`src/rtl/muldiv_unit.sv`:
```
// ---------------------------------------------------------------------------
// muldiv_unit
// Iterative unsigned multiply / divide unit that sits between the register
// file read ports and its write port. It produces one result bit per cycle
// over DATA_WIDTH cycles, then issues a single-cycle write-back.
//
// Ports:
//   clk         rising-edge clock
//   reset       asynchronous active-high reset
//   start       request, sampled only while idle
//   op          00 MULU, 01 MULHU, 10 DIVU, 11 REMU
//   rs_data1    operand A / dividend
//   rs_data2    operand B / divisor
//   rd_addr     destination register index
//   busy        high from the cycle after acceptance through write-back
//   done        one-cycle pulse in write-back
//   write_en    register file write strobe (suppressed for rd = 0)
//   write_reg   write-back index (holds its value outside write-back)
//   write_data  write-back value (holds its value outside write-back)
// ---------------------------------------------------------------------------
`timescale 1ns/1ps
module muldiv_unit #(
   parameter int DATA_WIDTH = 32,
   parameter int ADDR_WIDTH = 5
) (
   input  logic                  clk,
   input  logic                  reset,
   input  logic                  start,
   input  logic [1:0]            op,
   input  logic [DATA_WIDTH-1:0] rs_data1,
   input  logic [DATA_WIDTH-1:0] rs_data2,
   input  logic [ADDR_WIDTH-1:0] rd_addr,
   output logic                  busy,
   output logic                  done,
   output logic                  write_en,
   output logic [ADDR_WIDTH-1:0] write_reg,
   output logic [DATA_WIDTH-1:0] write_data
);

   localparam int W  = DATA_WIDTH;
   localparam int CW = (W > 1) ? $clog2(W) : 1;

   localparam logic [1:0] OP_MULU  = 2'b00;
   localparam logic [1:0] OP_MULHU = 2'b01;
   localparam logic [1:0] OP_DIVU  = 2'b10;
   localparam logic [1:0] OP_REMU  = 2'b11;

   typedef enum logic [1:0] {S_IDLE, S_RUN, S_WB} state_t;

   state_t                r_state;
   logic [CW-1:0]         r_cnt;
   logic [1:0]            r_op;
   logic [ADDR_WIDTH-1:0] r_rd;
   logic [W-1:0]          r_opa;    // multiplicand, or divisor for divide ops
   logic [2*W-1:0]        r_prod;   // {accumulator, remaining multiplier bits}
   logic [W-1:0]          r_quo;    // dividend shifting out, quotient shifting in
   logic [W-1:0]          r_rem;    // partial remainder (always < divisor)
   logic                  r_busy;
   logic                  r_done;
   logic                  r_wen;
   logic [ADDR_WIDTH-1:0] r_wreg;
   logic [W-1:0]          r_wdata;

   // Multiply step: conditionally add the multiplicand to the upper half, then
   // shift the whole product right; the carry of the add becomes the new MSB.
   logic [W-1:0]   w_addend;
   logic [W:0]     w_sum;
   logic [2*W-1:0] w_prod_next;

   assign w_addend    = r_prod[0] ? r_opa : '0;
   assign w_sum       = {1'b0, r_prod[2*W-1:W]} + {1'b0, w_addend};
   assign w_prod_next = {w_sum, r_prod[W-1:1]};

   // Restoring divide step on a W+1-bit partial remainder. A set MSB in the
   // trial difference means the subtraction went negative, so the shifted
   // value is kept (restored) and the quotient bit is 0.
   logic [W:0]   w_rem_shift;
   logic [W:0]   w_rem_sub;
   logic         w_ge;
   logic [W-1:0] w_rem_next;
   logic [W-1:0] w_quo_next;

   assign w_rem_shift = {r_rem, r_quo[W-1]};
   assign w_rem_sub   = w_rem_shift - {1'b0, r_opa};
   assign w_ge        = ~w_rem_sub[W];
   assign w_rem_next  = w_ge ? w_rem_sub[W-1:0] : w_rem_shift[W-1:0];
   assign w_quo_next  = {r_quo[W-2:0], w_ge};

   // Final result, taken from the next-state values of the last iteration so
   // write-back is registered on the same edge that finishes the iteration.
   logic [W-1:0] w_result;
   always_comb begin
      w_result = '0;
      case (r_op)
         OP_MULU:  w_result = w_prod_next[W-1:0];
         OP_MULHU: w_result = w_prod_next[2*W-1:W];
         OP_DIVU:  w_result = w_quo_next;
         OP_REMU:  w_result = w_rem_next;
         default:  w_result = '0;
      endcase
   end

   // Divide by zero skips the iterations: quotient all ones, remainder = dividend.
   logic         w_div0;
   logic [W-1:0] w_div0_val;

   assign w_div0     = op[1] && (rs_data2 == '0);
   assign w_div0_val = op[0] ? rs_data1 : '1;

   always_ff @(posedge clk or posedge reset) begin
      if (reset) begin
         r_state <= S_IDLE;
         r_cnt   <= '0;
         r_op    <= '0;
         r_rd    <= '0;
         r_opa   <= '0;
         r_prod  <= '0;
         r_quo   <= '0;
         r_rem   <= '0;
         r_busy  <= 1'b0;
         r_done  <= 1'b0;
         r_wen   <= 1'b0;
         r_wreg  <= '0;
         r_wdata <= '0;
      end else begin
         case (r_state)
            S_IDLE: begin
               if (start) begin
                  r_op   <= op;
                  r_rd   <= rd_addr;
                  r_opa  <= op[1] ? rs_data2 : rs_data1;
                  r_prod <= {{W{1'b0}}, rs_data2};
                  r_quo  <= rs_data1;
                  r_rem  <= '0;
                  r_cnt  <= '0;
                  r_busy <= 1'b1;
                  if (w_div0) begin
                     r_state <= S_WB;
                     r_done  <= 1'b1;
                     r_wen   <= (rd_addr != '0);
                     r_wreg  <= rd_addr;
                     r_wdata <= w_div0_val;
                  end else begin
                     r_state <= S_RUN;
                  end
               end
            end
            S_RUN: begin
               if (r_op[1]) begin
                  r_rem <= w_rem_next;
                  r_quo <= w_quo_next;
               end else begin
                  r_prod <= w_prod_next;
               end
               r_cnt <= r_cnt + 1'b1;
               if (r_cnt == CW'(W - 1)) begin
                  r_state <= S_WB;
                  r_done  <= 1'b1;
                  r_wen   <= (r_rd != '0);
                  r_wreg  <= r_rd;
                  r_wdata <= w_result;
               end
            end
            S_WB: begin
               r_state <= S_IDLE;
               r_done  <= 1'b0;
               r_wen   <= 1'b0;
               r_busy  <= 1'b0;
            end
            default: begin
               r_state <= S_IDLE;
               r_done  <= 1'b0;
               r_wen   <= 1'b0;
               r_busy  <= 1'b0;
            end
         endcase
      end
   end

   assign busy       = r_busy;
   assign done       = r_done;
   assign write_en   = r_wen;
   assign write_reg  = r_wreg;
   assign write_data = r_wdata;

endmodule

```
`config.mk`:
```
export PLATFORM = sky130hd
export DESIGN_NAME = muldiv_unit
export DESIGN_NICKNAME = d
export VERILOG_FILES = /design/src/rtl/muldiv_unit.sv
export SDC_FILE = /design/constraint.sdc
export NUM_CORES = 1
export LEC_CHECK = 0
export BUFFER_PORTS_ARGS = -buffer_cell sky130_fd_sc_hd__clkbuf_2
export CAP_MARGIN = 20
export CORE_MARGIN = 2
export CORE_UTILIZATION = 53
export DETAILED_ROUTE_END_ITERATION = 6
export MAX_ROUTING_LAYER = met4
export PLACE_DENSITY = 0.72
export SLEW_MARGIN = 20
export SYNTH_ARGS = -nofsm -noshare
export SYNTH_HDL_FRONTEND = slang
export SYNTH_SLANG_ARGS = --single-unit
export TNS_END_PERCENT = 1
```
`constraint.sdc`:
```
create_clock -name clk -period 12.2 [get_ports clk]
set_input_delay 3.66 -clock clk [delete_from_list [all_inputs] [get_ports clk]]
set_output_delay 3.66 -clock clk [all_outputs]
set_load 0.02 [all_outputs]
```
; ---- After elaboration in Yosys (flattened, before gate mapping)
; Cells that the tools add are included.
[totals]
regBits = 214
inputBits = 74
out_inout_bits = 40
[op_classes]
n_addsub = 3
eq_ne = 10
muxes = 38
n_bitwise = 2
n_reduce_logical = 15
[op_table]
columns = cell, n
row1 = $mux W32, 11
row2 = $pmux W32 S2, 3
row3 = $mux W64, 2
row4 = $pmux W32 S4, 1
row5 = $pmux W64 S2, 1
row6 = $add A32 B32 Y33, 1
row7 = $sub A33 B32 Y33, 1
row8 = $logic_not A32 Y1, 1
row9 = $mux W5, 4
row10 = $pmux W5 S2, 2
row11 = $ne A2 B2 Y1 const B, 5
row12 = $reduce_bool A5 Y1, 2
row13 = $reduce_and A3 Y1, 3
row14 = $reduce_and A2 Y1, 4
row15 = $mux W1, 7
row16 = $mux W2, 3
row17 = $pmux W1 S2, 3
row18 = $add A5 B1 Y5 const B, 1
row19 = $eq A5 B5 Y1 const B, 1
row20 = $eq A2 B1 Y1 const B, 2
row21 = $eq A2 B2 Y1 const B, 2
row22 = $logic_not A2 Y1, 2
row23 = $pmux W2 S2, 1
row24 = $reduce_and A4 Y1, 1
row25 = 3 further kinds, 4

; ---- Longest topological paths before layout
; Gate-level depths: netlist of run 1.
[logic_depth]
ltp_word = 5
depth_mapped = 16
mapped_depth_nobuf = 14

; ---- Least setup slack after synthesis of run 1
; OpenSTA, ideal clock, no wires.
[synth_timing]
path_kind = input -> register
start = input port op[1]
end = register r_wdata[0], in the netlist write_data[0]
setup_ns = 0.126
t_arrival_ns = 5.737
setup_slack_ns = 6.337
cell_stages = 10
n_path_buf = 3
cell_sequence = clkbuf_1 nor4b_1 nand4_1 nor3_1 and3b_1 a21oi_1 or2_2 clkbuf_1 clkbuf_1 a221o_1
[synth_between]
elab_chain_len = 3
[synth_rtl]
columns = element, line
row1 = "start, declared", 29  ; input logic [1:0] op,
row2 = $logic_and A1 B1 Y1, 107  ; assign w_div0 = op[1] && (rs_data2 == '0);
row3 = $ne A2 B2 Y1 (no source line), n/a
row4 = $reduce_and A4 Y1 (no source line), n/a
row5 = "end signal, assigned", 142  ; r_wdata <= w_div0_val;
row6 = "end signal, assigned", 161  ; r_wdata <= w_result;
row7 = "end, declared", 62  ; logic [W-1:0] r_wdata;
; Every way passes these cells.
; A chain may end at the register's enable or synchronous reset.

; ---- Worst setup path after layout of run 1
[layout_timing]
start = input port op[1]
end = register r_wdata[22], in the netlist write_data[22]
; The elaborated chain is that of the path after synthesis.

==> results.sh, run 1 <==
export IMPL_outcome="complete, no violations"
export IMPL_netlist_area_um2=14000
export IMPL_critPathKind="in -> reg"
export IMPL_initial_core_util=0.537
export IMPL_die_x_um=166
export IMPL_tightest_slew_ps=1000
export IMPL_gp_congestion=0.941
export IMPL_p_sw_frac=0.472
export IMPL_cp_max_fo=75
export IMPL_drt_iter0_drc=1230
export IMPL_r2r_end="write_data[13]"
export IMPL_htree_levels=1
export IMPL_power_density_nw_per_um2=314
export IMPL_wirelength_um=42100
export IMPL_via_per_inst=6.21
export IMPL_drc=0
export IMPL_netlist_instances=1600
export IMPL_async_flop_share=1.00
export IMPL_p_int_uw=2580
export IMPL_synth_edf_count=0
export IMPL_clockPowerShare=0.156
export IMPL_area_growth_pct=11.5
export IMPL_final_common_cell="nand2_1"
export IMPL_worstHoldStart="r_prod[52]"
export IMPL_fillers=2323
export IMPL_netlist_area_leader_share=0.384
export IMPL_cts_tree="done"
export IMPL_port_buffers=113
export IMPL_largest_register_ffs=64
export IMPL_grt_overflow_total=0
export IMPL_worst_hold_path_endpoint="r_prod[52]"
export IMPL_grt_pass1_wl_um=66400
export IMPL_grt_start_max_net_pins=135
export IMPL_ys_seq_area_frac=0.384
export IMPL_drv_slew=0
export IMPL_maxCapViolations=0
export IMPL_worst_path_most_repeated_cell="buf_4"
export IMPL_core_um2=26000
export IMPL_r2r_cells=13
export IMPL_crit_required_ps=12620
export IMPL_yosysUniqueCellTypes=75
export IMPL_p_leak_uw=0.00726
export IMPL_dieArea_um2=27700
export IMPL_critPathTopFamily="simple AND/OR/NAND/NOR gates"
export IMPL_clock_latency_ps=540
export IMPL_yosys_top_cells_area="dfrtp_1 38%, o21ai_0 7.4%, nand2_1 6.9%"
export IMPL_reg2reg_slack_ps=7710
export IMPL_max_freq_mhz=160
export IMPL_num_antenna_cells=0
export IMPL_worstPathCellList="clkbuf_2 -> buf_4 -> nor4b_1 -> nand4_1 -> nor3_1 -> and3b_1 -> a21oi_1 -> or2_2 -> buf_4 -> nand2_1 -> o21ai_0 -> or3_1"
export IMPL_layout_common_cells="256 x nand2_1, 214 x dfrtp_1, 207 x o21ai_0, 113 x clkbuf_2, 93 x mux2i_1"
export IMPL_synth_ff_type="dfrtp_1"
export IMPL_numCtsBuffers=24
export IMPL_via_count=12500
export IMPL_yosysWarnings=0
export IMPL_nNetsFinal=1802
export IMPL_multiInputGateArea_um2=7970
export IMPL_slowest_delay_ps=490
export IMPL_die_h_um=166
export IMPL_r2r_start="r_opa[0]"
export IMPL_tns_ps=0
export IMPL_postCtsSetupBuffers=0
export IMPL_wl_per_cell_um=20.9
export IMPL_rows=59
export IMPL_io_pin_count=114
export IMPL_clock_sinks=214
export IMPL_drive_above_1_share=0.134
export IMPL_endpoint_kind="flop"
export IMPL_worstPathArrival_ps=6650
export IMPL_slowest_stage="buf_4"
export IMPL_cts_hold_fix_buffers=0
export IMPL_skew_ps=22.7
export IMPL_max_vdd_ir_drop_mv=0.161
export IMPL_grt_usage=0.310
export IMPL_rsz0062_at_grt="no"
export IMPL_cts_buffer_depth=3
export IMPL_cts_root_buf="clkbuf_16"
export IMPL_cp_num_cells=12
export IMPL_fin_crit_sh=0.511
export IMPL_clkTransAtPathRegs_ps=60
export IMPL_hold_path_class="reg -> reg"
export IMPL_regMostFlops="r_prod"
export IMPL_power_uw=4890
export IMPL_drtAntennaViolNets=0
export IMPL_synth_avg_cell_area_um2=8.73
export IMPL_drtPass1Iterations=5
export IMPL_synth_top_area_cell="dfrtp_1"
export IMPL_hold_depth=2
export IMPL_critical_path_buf_inv_count=3
export IMPL_p_sw_uw=2310
export IMPL_post_dp_hpwl_um=30100
export IMPL_slew_headroom=0.333
export IMPL_grt_pass1_vias=12000
export IMPL_cts_resized=0
export IMPL_p_seq_frac=0.249
export IMPL_hold_violations=0
export IMPL_area_sequential_um2=5360
export IMPL_synth_seq_cells=214
export IMPL_period_minus_slack_ps=6240
export IMPL_p_comb_frac=0.595
export IMPL_report_final_setup_viol=0
export IMPL_start_kind="primary input"
export IMPL_antenna_found_initial=0
export IMPL_syn_nets=1742
## power by group through the flow
stage,logic (µW),registers [µW],clock network [µW]
2_1_floorplan,2150,1140,0
3_3_place_gp,2760,1210,0
3_5_place_dp,2820,1220,0
4_1_cts,2850,1210,769
5_1_grt,3180,1250,799
6_report,2910,1220,763
## logic make-up (layout without fill, tap and decap cells)
kind of cell,count (synthesis),after routing,synth area share
AOI/OAI and AO/OA,487,487,0.214
and+or+nand+nor,474,474,0.150
xor gates and xnor gates,60,60,0.0382
DFF,214,214,0.384
adders and majority gates,68,68,0.0620
buffers and inverters,171,247,0.0482
muxes,126,126,0.104
## cells in the mapped netlist, types with 4 or more instances
cell type,n
nand3_1,17
xor2_1,24
o31ai_1,4
o21bai_1,13
dfrtp_1,214
inv_1,73
or2_2,4
a21oi_1,84
a22o_1,28
xnor2_1,35
o211ai_1,8
and2_1,38
nor2b_1,10
o21ai_0,207
mux2i_1,93
o21a_1,4
mux2_2,17
nand4_1,10
ha_1,66
nand2_1,258
nor2_1,77
nor4_1,7
buf_1,9
nor3_1,20
o21ai_1,4
mux4_2,13
o22ai_1,5
nand2b_1,13
a31oi_1,45
a211oi_1,10
o221ai_1,6
clkbuf_1,83
and3_1,7
a211o_1,4
a21o_1,28
## layer usage
layer  routed length [µm]  share of wire  track usage  vias to the layer above
met5                    0              0            -                        -
li1                     -              -            -                     5801
met1                19000           0.45        0.446                     6039
met3                 3990          0.095       0.0655                       91
met2                18000           0.43        0.449                      550
met4                 1100          0.026       0.0753                        0
## worst max-delay path by stage
stage | end | from | slack [ps]
2_1_floorplan | busy | reset | 2690
3_3_place_gp | write_data[22] | op[1] | 5540
3_5_place_dp | write_data[22] | op[1] | 5480
4_1_cts | write_data[22] | op[1] | 6030
5_1_grt | write_data[22] | op[1] | 5790
6_report | write_data[22] | op[1] | 5960
## stage by stage
step | utilization | hold slack [ps] | area, µm² | cells | setup WS [ps]
CTS | 0.599 | 492 | 15600 | 2011 | 6030
finish | 0.599 | 485 | 15600 | 2011 | 5960
global placement | 0.567 | 466 | 14700 | 1968 | 5540
detailed placement | 0.567 | 477 | 14700 | 1969 | 5480
global route | 0.599 | 523 | 15600 | 2011 | 5790
floorplan | - | 452 | 14000 | 1600 | 2690
## tightest hold or removal path, delay by kind of cell, from the launching register on
kind / cells / cell delay, ps
simple gates: 1 / 50
compound gates: 1 / 60
flops: 1 / 340
## layout make-up
type | instances | share of cell area
clock buffers | 32 | 0.0444
well taps | 335 | 0.0269
flip-flops and latches | 214 | 0.344
clock inverters | 10 | 0.00836
multi-input cells | 1215 | 0.512
inverters | 74 | 0.0183
repair buffers | 131 | 0.0460
No activity file was read; power rests on OpenSTA's default activity.
==> inputs of run 2 (changes only) <==
Settings changed: ABC_AREA from default to 1, PLACE_DENSITY 0.72 to 0.74.
Clock period 12.2 ns to 5.3 ns, I/O delays scaled along.
==> results.sh, run 2 <==
export IMPL_grt_start_max_net_pins=121
export IMPL_drc=0
export IMPL_via_per_inst=5.68
export IMPL_area_sequential_um2=5360
export IMPL_synth_top_area_cell="dfrtp_1"
export IMPL_cts_resized=0
export IMPL_report_final_setup_viol=0
export IMPL_area_growth_pct=10.2
export IMPL_clock_latency_ps=520
export IMPL_ys_seq_area_frac=0.341
export IMPL_post_dp_hpwl_um=40400
export IMPL_max_freq_mhz=287
export IMPL_die_x_um=176
export IMPL_rows=63
export IMPL_slew_headroom=0.296
export IMPL_grt_usage=0.347
export IMPL_cts_buffer_depth=3
export IMPL_worstPathCellList="buf_4 -> nand2_1 -> inv_1 -> ha_1 -> inv_1 -> fa_1 -> nand3b_1 -> nand2_1 -> nand2_1 -> nand2_1 -> nand2_1 -> a21oi_1 -> nand2_1 -> nand3_1 -> nand3_1 -> nand3_1 -> nand2_1 -> a21oi_2"
export IMPL_netlist_area_leader_share=0.341
export IMPL_fin_crit_sh=0.658
export IMPL_endpoint_kind="flop"
export IMPL_skew_ps=9.88
export IMPL_synth_seq_cells=214
export IMPL_synth_common_cells="631 x nand2_1, 361 x inv_1, 214 x dfrtp_1, 172 x nor2_1, 167 x o21ai_0"
export IMPL_drtAntennaViolNets=0
export IMPL_antenna_found_initial=1
export IMPL_nNetsFinal=2526
export IMPL_grt_overflow_total=0
export IMPL_instances_no_fill=2791
export IMPL_grt_pass1_vias=14900
export IMPL_worst_path_most_repeated_cell="nand2_1"
export IMPL_grt_pass1_wl_um=81900
export IMPL_drt_iter0_drc=1452
export IMPL_maxCapViolations=0
export IMPL_wl_per_cell_um=18.8
export IMPL_core_um2=29400
export IMPL_io_pin_count=114
export IMPL_cts_tree="done"
export IMPL_start_kind="flop"
export IMPL_outcome="complete, no violations"
export IMPL_cts_hold_fix_buffers=0
export IMPL_synth_most_common_cell="nand2_1"
export IMPL_reg2reg_slack_ps=1810
export IMPL_yosys_top_cells_area="dfrtp_1 34%, nand2_1 15%, inv_1 8.6%"
export IMPL_synth_avg_cell_area_um2=6.76
export IMPL_p_leak_uw=0.00902
export IMPL_layout_common_cells="631 x nand2_1, 358 x inv_1, 214 x dfrtp_1, 168 x nor2_1, 167 x o21ai_0"
export IMPL_hold_path_class="reg -> reg"
export IMPL_period_minus_slack_ps=3490
export IMPL_yosysUniqueCellTypes=49
export IMPL_fillers=2854
export IMPL_drive_above_1_share=0.115
export IMPL_critPathTopFamily="simple AND/OR/NAND/NOR gates"
export IMPL_tightest_slew_ps=1060
export IMPL_tns_ps=0
export IMPL_gp_congestion=1.02
export IMPL_largest_register_ffs=64
export IMPL_critical_path_buf_inv_count=3
export IMPL_wirelength_um=52400
export IMPL_initial_core_util=0.534
export IMPL_via_count=15900
export IMPL_hold_violations=0
export IMPL_yosysWarnings=0
export IMPL_worstPathArrival_ps=3930
export IMPL_regMostFlops="r_prod"
export IMPL_syn_nets=2465
export IMPL_htree_levels=1
export IMPL_netlist_area_um2=15700
export IMPL_postCtsSetupBuffers=0
export IMPL_clkTransAtPathRegs_ps=60
export IMPL_numCtsBuffers=23
export IMPL_drv_slew=0
export IMPL_slowest_delay_ps=450
export IMPL_dp_cells=2749
export IMPL_clock_sinks=214
export IMPL_die_h_um=176
export IMPL_port_buffers=113
export IMPL_async_flop_share=1.00
export IMPL_dieArea_um2=31000
export IMPL_drtPass1Iterations=7
export IMPL_final_common_cell="nand2_1"
export IMPL_slowest_stage="fa_1"
export IMPL_cp_max_fo=33
export IMPL_max_vdd_ir_drop_mv=0.537
export IMPL_crit_required_ps=5750
export IMPL_critPathKind="reg -> reg"
export IMPL_rsz0062_at_grt="no"
export IMPL_synth_edf_count=0
export IMPL_synth_ff_type="dfrtp_1"
export IMPL_netlist_instances=2323
export IMPL_multiInputGateArea_um2=8580
export IMPL_power_density_nw_per_um2=766
export IMPL_cts_root_buf="clkbuf_16"
==> run 2: final timing paths <==
check | startpoint | end | depth (start not counted)
worst max register to register | r_prod[0] | write_data[29] | 18
worst min-delay path | write_data[1] | write_data[1] | 2
min in group asynchronous | reset | r_prod[6] | 2
worst max-delay path | r_prod[0] | write_data[29] | 18
worst min register to register | write_data[1] | write_data[1] | 2
max in group asynchronous | reset | r_rem[26] | 3
==> run 2: logic make-up (layout without fill, tap and decap cells) <==
logic type,count (synthesis),after routing,synth area share
xor+xnor,31,31,0.0173
flops,214,214,0.341
compound gates,483,483,0.185
fa+ha+maj,68,68,0.0551
simple gates,1065,1065,0.287
buf+inv,462,539,0.115
other cells,0,1,0
==> run 2: final cells by class <==
type	count	area share
inverter	365	0.0793
tap	390	0.0282
multi-input combinational	1647	0.495
clock inverter	10	0.00795
sequential	214	0.309
timing repair buffer	133	0.0420
clock buffer	31	0.0379
antenna	1	0.000144
==> run 2: tightest hold or removal path, stage by stage, from the launching register on <==
cell	delay, ps
dfrtp_1	350
nand2_1	60
nand2_1	50
==> run 2: power by group <==
| group | total, µW | internal (µW) | switching [µW] |
|---|---|---|---|
| sequential | 3000 | 2430 | 571 |
| combinational | 8530 | 2710 | 5820 |
| clock | 1720 | 1020 | 707 |
| total | 13300 | 6160 | 7100 |
==> run 2: per-stage QoR <==
step            util  setup WS (ps)  hold WS, ps  area (µm²)  total power, µW
6_report       0.589           1810          489       17300            13300
3_3_place_gp   0.562           1520          471       16500            11200
5_1_grt        0.589           1520          520       17300            14400
2_1_floorplan      -            926          453       15700             9110
3_5_place_dp   0.562           1430          474       16500            11400
4_1_cts        0.589           1820          493       17300            13100
==> run 2: metal layers <==
layer	track usage	vias to the layer above	wire (µm)
li1	-	7651	-
met1	0.489	7483	23400
met2	0.533	663	23500
met3	0.0450	66	4300
met4	0.0802	0	1170
met5	-	-	0
==> inputs of run 3 (changes only) <==
Settings changed: ABC_AREA 1 to 0, PLACE_DENSITY 0.74 to 0.72.
Clock period 5.3 ns to 3.4 ns, I/O delays scaled along.
==> results.sh, run 3 (same netlist as run 1, synthesis figures left out) <==
export IMPL_outcome="complete, no violations"
export IMPL_grt_usage=0.328
export IMPL_numCtsBuffers=26
export IMPL_power_density_nw_per_um2=1160
export IMPL_drt_iter0_drc=1492
export IMPL_initial_core_util=0.537
export IMPL_layout_common_cells="255 x nand2_1, 213 x dfrtp_1, 197 x o21ai_0, 131 x buf_4, 113 x clkbuf_2"
export IMPL_nNetsFinal=1927
export IMPL_maxCapViolations=0
export IMPL_tightest_slew_ps=952
export IMPL_clock_latency_ps=540
export IMPL_hold_violations=0
export IMPL_drc=0
export IMPL_via_count=13200
export IMPL_p_leak_uw=0.00799
export IMPL_rows=59
export IMPL_top_layer="met4"
export IMPL_final_common_cell="nand2_1"
export IMPL_via_per_inst=6.16
export IMPL_hold_path_class="reg -> reg"
export IMPL_die_x_um=166
export IMPL_stdcell_area_um2=16900
export IMPL_holdWs_ps=481
export IMPL_dieArea_um2=27700
export IMPL_cts_root_buf="clkbuf_16"
export IMPL_cts_hold_fix_buffers=0
export IMPL_drv_slew=0
export IMPL_drive_above_1_share=0.221
export IMPL_period_minus_slack_ps=3310
export IMPL_cts_tree="done"
export IMPL_crit_end="write_data[13]"
export IMPL_wl_met2_um=19100
export IMPL_wirelength_um=45100
export IMPL_skew_ps=10.4
export IMPL_cts_buffer_depth=3
export IMPL_multiInputGateArea_um2=8230
export IMPL_slew_headroom=0.363
export IMPL_io_pin_count=114
export IMPL_start_kind="flop"
export IMPL_report_final_setup_viol=0
export IMPL_die_h_um=166
export IMPL_r2r_end="write_data[13]"
export IMPL_area_growth_pct=21.3
export IMPL_clkTransAtPathRegs_ps=60
export IMPL_crit_required_ps=3830
export IMPL_wl_per_cell_um=21.1
export IMPL_grt_pass1_wl_um=69900
export IMPL_endpoint_kind="flop"
export IMPL_reg2reg_slack_ps=90
export IMPL_port_buffers=113
export IMPL_cp_max_fo=8
export IMPL_worstPathArrival_ps=3740
export IMPL_max_freq_mhz=302
export IMPL_crit_path_start="r_quo[31]"
export IMPL_r2r_start="r_quo[31]"
export IMPL_antenna_found_initial=1
export IMPL_rsz0062_at_grt="yes"
export IMPL_post_dp_hpwl_um=33100
export IMPL_place_area_um2=15700
export IMPL_met3_length_um=4700
export IMPL_core_um2=26000
export IMPL_largest_register_ffs=64
export IMPL_htree_levels=1
export IMPL_m1WireLength_um=20000
export IMPL_fin_crit_sh=0.973
export IMPL_regMostFlops="r_prod"
export IMPL_fillers=2133
export IMPL_drtAntennaViolNets=0
export IMPL_grt_overflow_total=0
export IMPL_critPathKind="reg -> reg"
export IMPL_area_sequential_um2=5360
export IMPL_clock_sinks=214
export IMPL_r2r_cells=14
export IMPL_drtPass1Iterations=5
export IMPL_grt_start_max_net_pins=85
export IMPL_gp_congestion=0.973
export IMPL_max_vdd_ir_drop_mv=0.560
export IMPL_grt_pass1_vias=12400
run 3: changes by cell type in the layout (fill, tap and decap cells not counted), sizes merged, moves of 31 or more:
cell and change:
inv -291, and2 +36, mux2i +93, or2 -31, o21ai +42, nand3 -132, a21oi -72, nand2 -404
o211ai -60, buf +121, nor2 -98
run 3: layer usage:
layer  global-route usage  vias up
met1                0.475     6370
li1                     -     6066
met5                    -        -
met4               0.0866        0
met3               0.0758       86
met2                0.466      650
run 3: how the worst min path moves through the flow:
stage                            start      endpoint  slack (ps)  depth (start not counted)
after floorplan             r_prod[63]    r_prod[63]         450                          2
after global placement    write_reg[4]  write_reg[4]         460                          2
after detailed placement  write_reg[2]  write_reg[2]         480                          2
after CTS                 write_reg[2]  write_reg[2]         490                          2
after global routing      write_reg[1]  write_reg[1]         520                          2
final                     write_reg[2]  write_reg[2]         480                          2
run 3: repair_timing:
item / 4_1_cts / 5_1_grt
gates cloned: 0 / 0
buffers inserted: 1 / 3
endpoints found under the setup margin: 20 / 33
resized for setup: 11 / 56
pin swaps: 5 / 20
run 3: critical path, stage by stage, from the launching register on:
cell,delay [ps]
dfrtp_1,400
inv_2,100
ha_4,150
fa_2,200
nand2b_4,140
a21oi_4,60
o31ai_4,270
a211oi_2,120
or2_1,280
a21oi_4,230
xnor2_4,150
buf_12,160
mux2_4,310
mux4_2,460
a21o_1,160
run 3: per-stage QoR:
stage / total power [µW] / TNS (ps) / setup WS (ps) / utilization / instances
6_report: 19600 / 0 / 91.0 / 0.652 / 2140
5_1_grt: 20900 / -139 / -33.8 / 0.652 / 2139
4_1_cts: 18900 / 0 / 5.35 / 0.642 / 2137
3_5_place_dp: 15600 / -3540 / -269 / 0.604 / 2089
3_3_place_gp: 15500 / -4100 / -285 / 0.604 / 2089
2_1_floorplan: 11800 / -86490 / -404 / - / 1600
run 3: power breakdown:
part	total, µW	internal (µW)	switching, µW	leakage, µW
registers	4360	3510	842	0.00265
clock network	2940	1770	1170	0.000449
logic	12300	5410	6910	0.00489
total	19600	10700	8930	0.00799
run 3: final cells by class:
cell class	count	area share
Tap cell	335	0.0248
Clock inverter	14	0.0100
Timing Repair Buffer	254	0.102
Sequential cell	214	0.316
Antenna cell	1	0.000148
Inverter	74	0.0166
Multi-Input combinational cell	1215	0.486
Clock buffer	33	0.0436
